`src/rtl/rd_req_arbiter.sv`:
```
// rd_req_arbiter
//   Round-robin arbiter sharing one AXI read-address channel between N_REQ
//   read requesters (requester i issues with AXI id i). Each requester has a
//   credit counter limiting its outstanding bursts to MAX_OUT; credit is
//   reserved at accept and returned on the last R beat of a burst. R-channel
//   sideband is demultiplexed back to requesters by rid_m; data bypasses.
//
// Ports
//   clk, rst                 clock, synchronous active-high reset
//   req_valid/addr/len       per-requester request (addr 64b, len 8b, packed)
//   req_ready                per-requester accept (combinational, one-hot)
//   ar*_m                    AXI AR master (arsize fixed at 64 B beats)
//   rid_m/rlast_m/rvalid_m   AXI R sideband in, rready_m out
//   r_valid / r_ready        per-requester R beat handshake
//   outstanding              live credit counters, 4 bits per requester
//   idle                     no burst being issued and all counters zero
module rd_req_arbiter #(
   parameter int N_REQ   = 2,
   parameter int MAX_OUT = 4
) (
   input  logic                clk,
   input  logic                rst,
   input  logic [N_REQ-1:0]    req_valid,
   input  logic [N_REQ*64-1:0] req_addr,
   input  logic [N_REQ*8-1:0]  req_len,
   output logic [N_REQ-1:0]    req_ready,
   output logic [15:0]         arid_m,
   output logic [63:0]         araddr_m,
   output logic [7:0]          arlen_m,
   output logic [2:0]          arsize_m,
   output logic                arvalid_m,
   input  logic                arready_m,
   input  logic [15:0]         rid_m,
   input  logic                rlast_m,
   input  logic                rvalid_m,
   output logic                rready_m,
   output logic [N_REQ-1:0]    r_valid,
   input  logic [N_REQ-1:0]    r_ready,
   output logic [N_REQ*4-1:0]  outstanding,
   output logic                idle
);

   localparam int unsigned N_U       = N_REQ;
   localparam int unsigned IDX_W     = (N_REQ > 1) ? $clog2(N_REQ) : 1;
   localparam logic [3:0]  MAX_OUT_C = 4'(MAX_OUT);

   typedef enum logic {IDLE, ISSUE} state_t;

   state_t           state_q, state_d;
   logic [IDX_W-1:0] last_grant_q, last_grant_d;
   logic [15:0]      arid_q, arid_d;
   logic [63:0]      araddr_q, araddr_d;
   logic [7:0]       arlen_q, arlen_d;
   logic [3:0]       out_q [N_REQ];
   logic [3:0]       out_d [N_REQ];
   logic             idle_q, idle_d;

   logic [N_REQ-1:0] eligible;
   logic [N_REQ-1:0] retire;
   logic             grant_valid;
   logic [IDX_W-1:0] grant_idx;
   logic             accept;
   int unsigned      cand;

   // Eligibility: pending request and a free credit.
   always_comb begin
      eligible = '0;
      for (int unsigned i = 0; i < N_U; i++) begin
         eligible[i] = req_valid[i] && (out_q[i] < MAX_OUT_C);
      end
   end

   // Round-robin scan starting one past the last granted requester.
   always_comb begin
      grant_valid = 1'b0;
      grant_idx   = '0;
      cand        = 0;
      for (int unsigned k = 1; k <= N_U; k++) begin
         cand = (32'(last_grant_q) + k) % N_U;
         for (int unsigned i = 0; i < N_U; i++) begin
            if (!grant_valid && (cand == i) && eligible[i]) begin
               grant_valid = 1'b1;
               grant_idx   = IDX_W'(i);
            end
         end
      end
   end

   always_comb begin
      req_ready = '0;
      for (int unsigned i = 0; i < N_U; i++) begin
         req_ready[i] = !rst && (state_q == IDLE) && grant_valid &&
                        (grant_idx == IDX_W'(i));
      end
   end

   assign accept = |req_ready;

   // AR request FSM; AR fields are captured at accept and held through ISSUE.
   always_comb begin
      state_d      = state_q;
      last_grant_d = last_grant_q;
      arid_d       = arid_q;
      araddr_d     = araddr_q;
      arlen_d      = arlen_q;
      case (state_q)
         IDLE: begin
            if (accept) begin
               state_d      = ISSUE;
               last_grant_d = grant_idx;
               arid_d       = 16'(grant_idx);
               for (int unsigned i = 0; i < N_U; i++) begin
                  if (req_ready[i]) begin
                     araddr_d = {req_addr[64*i+6 +: 58], 6'b0};
                     arlen_d  = req_len[8*i +: 8];
                  end
               end
            end
         end
         ISSUE: begin
            if (arready_m) begin
               state_d = IDLE;
            end
         end
         default: state_d = IDLE;
      endcase
   end

   // R demux; ids outside the requester range are drained (rready_m = 1).
   always_comb begin
      rready_m = 1'b1;
      r_valid  = '0;
      for (int unsigned i = 0; i < N_U; i++) begin
         if (rid_m == 16'(i)) begin
            r_valid[i] = rvalid_m;
            rready_m   = r_ready[i];
         end
      end
   end

   always_comb begin
      retire = '0;
      for (int unsigned i = 0; i < N_U; i++) begin
         retire[i] = r_valid[i] && rready_m && rlast_m;
      end
   end

   // Credit counters: accept and retire in the same cycle cancel; a retire
   // at zero (stale beat after reset) saturates.
   always_comb begin
      for (int unsigned i = 0; i < N_U; i++) begin
         out_d[i] = out_q[i];
         if (req_ready[i] && !retire[i]) begin
            out_d[i] = out_q[i] + 4'd1;
         end else if (!req_ready[i] && retire[i] && (out_q[i] != '0)) begin
            out_d[i] = out_q[i] - 4'd1;
         end
      end
   end

   always_comb begin
      idle_d = (state_d == IDLE);
      for (int unsigned i = 0; i < N_U; i++) begin
         if (out_d[i] != '0) begin
            idle_d = 1'b0;
         end
      end
   end

   always_ff @(posedge clk) begin
      if (rst) begin
         state_q      <= IDLE;
         last_grant_q <= IDX_W'(N_REQ - 1);
         arid_q       <= '0;
         araddr_q     <= '0;
         arlen_q      <= '0;
         idle_q       <= 1'b1;
         for (int unsigned i = 0; i < N_U; i++) begin
            out_q[i] <= '0;
         end
      end else begin
         state_q      <= state_d;
         last_grant_q <= last_grant_d;
         arid_q       <= arid_d;
         araddr_q     <= araddr_d;
         arlen_q      <= arlen_d;
         idle_q       <= idle_d;
         for (int unsigned i = 0; i < N_U; i++) begin
            out_q[i] <= out_d[i];
         end
      end
   end

   always_comb begin
      outstanding = '0;
      for (int unsigned i = 0; i < N_U; i++) begin
         outstanding[4*i +: 4] = out_q[i];
      end
   end

   assign arvalid_m = (state_q == ISSUE);
   assign arid_m    = arid_q;
   assign araddr_m  = araddr_q;
   assign arlen_m   = arlen_q;
   assign arsize_m  = 3'b110;
   assign idle      = idle_q;

endmodule
```
`config.mk`:
```
export PLATFORM = sky130hd
export DESIGN_NAME = rd_req_arbiter
export DESIGN_NICKNAME = d
export VERILOG_FILES = /design/src/rtl/rd_req_arbiter.sv
export SDC_FILE = /design/constraint.sdc
export NUM_CORES = 1
export LEC_CHECK = 0
export CORE_AREA = 3 3 105 107
export CTS_CLUSTER_DIAMETER = 50
export DETAILED_ROUTE_END_ITERATION = 12
export DIE_AREA = 0 0 108 110
export GPL_TIMING_DRIVEN = 0
export HOLD_SLACK_MARGIN = 0.1
export PLACE_DENSITY_LB_ADDON = 0.2
export SYNTH_ARGS = -nofsm -noshare
export SYNTH_HDL_FRONTEND = slang
export SYNTH_SLANG_ARGS = --single-unit
export TNS_END_PERCENT = 20
```
`constraint.sdc`:
```
create_clock -name clk -period 4.8 [get_ports clk]
set_input_delay 0.72 -clock clk [delete_from_list [all_inputs] [get_ports clk]]
set_output_delay 0.72 -clock clk [all_outputs]
set_load 0.02 [all_outputs]
```
### After elaboration in Yosys (flattened, before gate mapping)

Memories as Yosys holds them, arrays and structs flattened.
Cells that the tools add are included.
Widths: inputs -> output; s select.

* add/subtract/negate cells: 6
* magnitude comparators: 2
* eq/ne operators: 1
* muxes and demuxes: 29
* bitwise gates (word level): 5
* reduce and logical (&&, ||, !) cells: 42

Operators with widths (count)
* $mux 64: 2
* $logic_not 32->1: 2
* $mux 4: 6
* $logic_and 1x1->1: 23
* $mux 1: 18
* $eq 16x1->1 const B: 1
* $logic_not 16->1: 1
* $mux 8: 2
* $reduce_bool 4->1: 4
* $add 4x1->4 const B: 2
* $logic_not 1->1: 8
* $lt 4x3->1 const B: 2
* $sub 4x1->4 const B: 2
* $not 1->1: 3
* $reduce_and 3->1: 1
* $add 1x1->1 const B: 2
* $or 1x1->1: 2
* $pmux 1 s2: 1
* $reduce_and 2->1: 1
* $reduce_bool 2->1: 1
* $reduce_or 2->1: 1

* register bits after elaboration: 76
* bits in writable memories: 8
* bits of input ports: 169
* memories kept: 1

Memory list
* out_q: depth 2, bits a word 4, rd ports 2, clocked after Yosys merged registers in 0, wr ports 2, RTL line 54 `logic [3:0] out_q [N_REQ];`

### Depth between registers and ports, before layout

An unclocked memory read counts as a cell.

* word-level depth: 27
* gate-level depth with buffers: 8
* gate-level depth less buffers: 8

### Least setup slack after synthesis

OpenSTA, ideal clock, no wires.

* path type: in2out
* from: input req_valid[1]
* to: output req_ready[1]
* data arrival time: 1998 ps
* slack: 2082 ps
* cell stages on the path: 3
* path buffers: 1
* path through: or3b_1 a2111oi_4 clkbuf_1

* cells in the longest elaborated chain, start to end: 13

Ends and longest elaborated chain
* from (decl): RTL line 23 `input logic [N_REQ-1:0] req_valid,`
* $logic_and 1x1->1 (*): RTL line 69 `eligible[i] = req_valid[i] && (out_q[i] < MAX_OUT_C);`
* $logic_and 1x1->1: RTL line 81 `if (!grant_valid && (cand == i) && eligible[i]) begin`
* $mux 1: RTL line 81
* $logic_not 1->1: RTL line 81
* $logic_and 1x1->1 (2 in series): RTL line 81
* $mux 1: RTL line 81
* $logic_not 1->1: RTL line 81
* $logic_and 1x1->1 (2 in series): RTL line 81
* $mux 1: RTL line 81
* $logic_and 1x1->1: RTL line 92 `req_ready[i] = !rst && (state_q == IDLE) && grant_valid &&`
* $logic_and 1x1->1 (*): RTL line 92
* to (decl): RTL line 26 `output logic [N_REQ-1:0] req_ready,`

Mark *: on every way between the ends. The rest lies on a longest branch, timed or not.

### Final worst setup path

Ends and elaborated chain as after synthesis.

==> results.md <==
* Status: complete, no violations
* Postcts setup bufs at 0
* Die Area at 11,900 um^2
* Worst Path Required at 4.08 ns
* Total CTS buffers at 9
* Post-synth ARST share at 0
* Clock skew at 0.0113 ns
* Ys flop type: dfxtp_1
* Htree depth at 3
* GR met2 Demand/Resource at 0.351
* CP cell instances: clkdlybuf4s50_1, or3b_1, a2111oi_4, clkbuf_1, clkdlybuf4s50_1
* Largest net degree at the start of global routing at 13
* Slowest Stage Delay on Critical Path at between 0.7 and 0.8 ns
* DP Area at 5980 um^2
* RSZ-0062 raised after global routing: false
* TritonCTS clock tree: built
* Final Setup Violations at 0
* Routed vias/inst at 5.21
* Final hold vios at 0
* Grt peak-use layer: met2
* Hold Path Stages at 2
* Cell repeated most along the worst path: clkdlybuf4s50_1
* Slew @ Worst Pin at between 0.5 and 0.6 ns
* Yosys warning total at 0
* Crit Path Class: in2out
* DRT Pass-1 Iters at 8
* DRT Wirelength at roughly 13,000 um
* Total number of vias at 3,988
* Core Footprint at between 10,000 and 15,000 um^2
* Layout area overhead at 84.2%
* HP Start: araddr_m[19]$_SDFFE_PP0P_
* Initial antenna violation count at 0
* Skew-Pair Late Insertion Delay at 0.34 ns
* Slew Viols, Final at 0
* 1st-iter DRT viols at ~430
* Gr usage total at 0.209
* Post-route cell area at 6190 um^2
* Leak at 2.35 nW
* EDFF count, synth at 0
* Sequential element share of the synthesized area at 0.465
* Post_cts resized at 0
* Hold WC Path Type: reg2reg
* Number of max-cap violations at 0
* Worst-path clk slew at roughly 0.08 ns
* Crit. End Element: output pin
* R2r worst-path depth at 7
* Routed length per instance at 17.1 um
* Slew HR at 0.603
* CTS root buffer: clkbuf_8
* Max IR drop VDD at ~0.00014 V
* Post-route insts no fill at 766
* Setup TNS at 0 ns
* Buf/Inv on CP at 3
* Worst setup SP type: primary input
* CTS Buffer Depth at 2
* Placed insts at 751
* Worst R2R Start: out_q[0][6]$_SDFF_PP0_
* Synthesized flop and latch total at 78
* Vias in the first global route at 3,936
* Hold-critical path endpoint: araddr_m[19]$_SDFFE_PP0P_
* Fin crit share at 0.856
* Synthesized instance count at approximately 360
* Port bufs at 237
* Core Rows at 37
* Die span in x at between 100 and 150 um
* Clk sinks at 78
* Cell area after synthesis at between 3000 and 4000 um^2
* R2r setup slk at 2.18 ns
* PwrDens at 269 nW/um^2
* Final min period at roughly 4.1 ns
* Final GP Congestion at 0.834
* FILL cells at a little under 900
* Slowest-stage cell, CP: clkdlybuf4s50_1
* Initial core utilization at 0.328
* Fmax at ~240 MHz
* Worst setup path start: req_valid[1]
* Total chip power at 0.00167 W
* Critical-path maximum fanout at 10
* Met1 Resource Use GR at 0.239
* First-pass GRT wire length at 19,700 um
* Fraction of layout cells with a size suffix above 1 at 0.0698
* Hold buffer count at cts at 0
* Worst endpoint data arrival time at 3.39 ns
* Total congestion overflow at 0
* Num ports at 275
* Worst R2R End: araddr_m[28]$_SDFFE_PP0P_
* Avg Cell Area, Syn at 9.44 um^2
* Routed Antenna Nets at 0
* Crit-path leading delay family: buffers and inverters
* Nets at 799
* WHS at between 0.4 and 0.5 ns
* Drt drc at 0
* Grt met3 use at 0.0798
* Diode count at 0
* Die height at between 100 and 150 um
* DP HPWL at ~10,000 um
* Synth cell types at 42
## synth_stat cells, drive strengths merged, types with 2 or more instances
library cell | instances | area [um^2]
conb | 2 | 7.51
and3 | 2 | 12.5
dfxtp | 78 | 1560
o21a | 2 | 15.0
nand2 | 7 | 26.3
clkbuf | 27 | 101
buf | 28 | 199
inv | 8 | 30.0
o211ai | 2 | 15.0
a21oi | 6 | 30.0
a211o | 2 | 17.5
a211oi | 2 | 15.0
o21ai | 2 | 10.0
nand3 | 4 | 20.0
nor2 | 75 | 282
nand4 | 4 | 25.0
nor3 | 7 | 35.0
nand2b | 2 | 12.5
nor3b | 4 | 35.0
a222oi | 65 | 651
ha | 4 | 50.1
nor4 | 6 | 37.5
## worst min-delay path: stages, from the launching register on
cell,delay (ns)
dfxtp_1,0.32
nand2_1,0.05
a21oi_1,0.05
## placed cells by master, fill, tap and decap left out, types with 7 or more instances in the layout
cell,count
inv_1,8
clkbuf_8,9
dfxtp_1,78
nor3_1,7
buf_4,24
clkdlybuf4s50_1,237
a222oi_1,65
nand2_1,7
clkbuf_1,29
nor2_1,75
conb_1,24
## power breakdown
| group | leakage, nW | switching [W] | internal, W |
|---|---|---|---|
| Clock | 0.0994 | 0.000235 | 0.000290 |
| Combinational | 1.61 | 0.000192 | 0.000240 |
| Sequential | 0.638 | 0.0000240 | 0.000684 |
| Total | 2.35 | 0.000452 | 0.00121 |
## through the flow
stage	worst slack (ns)	util
detailed placement	0.699	0.585
global placement	0.684	0.585
floorplan	2.08	-
global route	0.550	0.605
finish	0.692	0.605
CTS	0.695	0.605
## registers in the layout (all words and copies together), names as in the netlist
| signal | flops |
|---|---|
| araddr_m | 58 |
| arlen_m | 8 |
| out_q | 8 |
| arid_m | 1 |
| arvalid_m | 1 |
| idle | 1 |
| last_grant_q | 1 |
## final cells by class
type	count	area [um^2]	area share
Buffer	55	300	0.0485
Clock buffer	11	131	0.0212
Clock inverter	4	72.6	0.0117
Inverter	8	30.0	0.00485
Multi-Input combinational cell	237	1550	0.251
Sequential cell	78	1560	0.252
Tap cell	136	170	0.0275
Timing Repair Buffer	237	2370	0.383
## worst max path at each step
stage | endpoint | slack [ns] | cells past startpoint
finish | req_ready[1] | 0.69 | 5
floorplan | req_ready[1] | 2.08 | 3
detailed placement | req_ready[1] | 0.70 | 5
CTS | req_ready[1] | 0.69 | 5
global route | req_ready[1] | 0.55 | 5
global placement | req_ready[1] | 0.68 | 5
## per-layer routing
metal / part of all wire / vias to the layer above
li1: - / 1893
met1: 0.38 / 1863
met2: 0.48 / 208
met3: 0.11 / 24
met4: 0.027 / 0
met5: 0 / -
## cell families after synthesis
group,count (synthesis),synth area share
AO/OA/AOI/OAI,89,0.252
XOR/XNOR,1,0.00261
adder cells (fa/ha/maj),4,0.0149
buffers and inverters,63,0.0983
flip-flops,78,0.465
multiplexers,2,0.00633
other,2,0.00224
AND/OR/NAND/NOR,117,0.159
(Power assumes the default switching activity.)
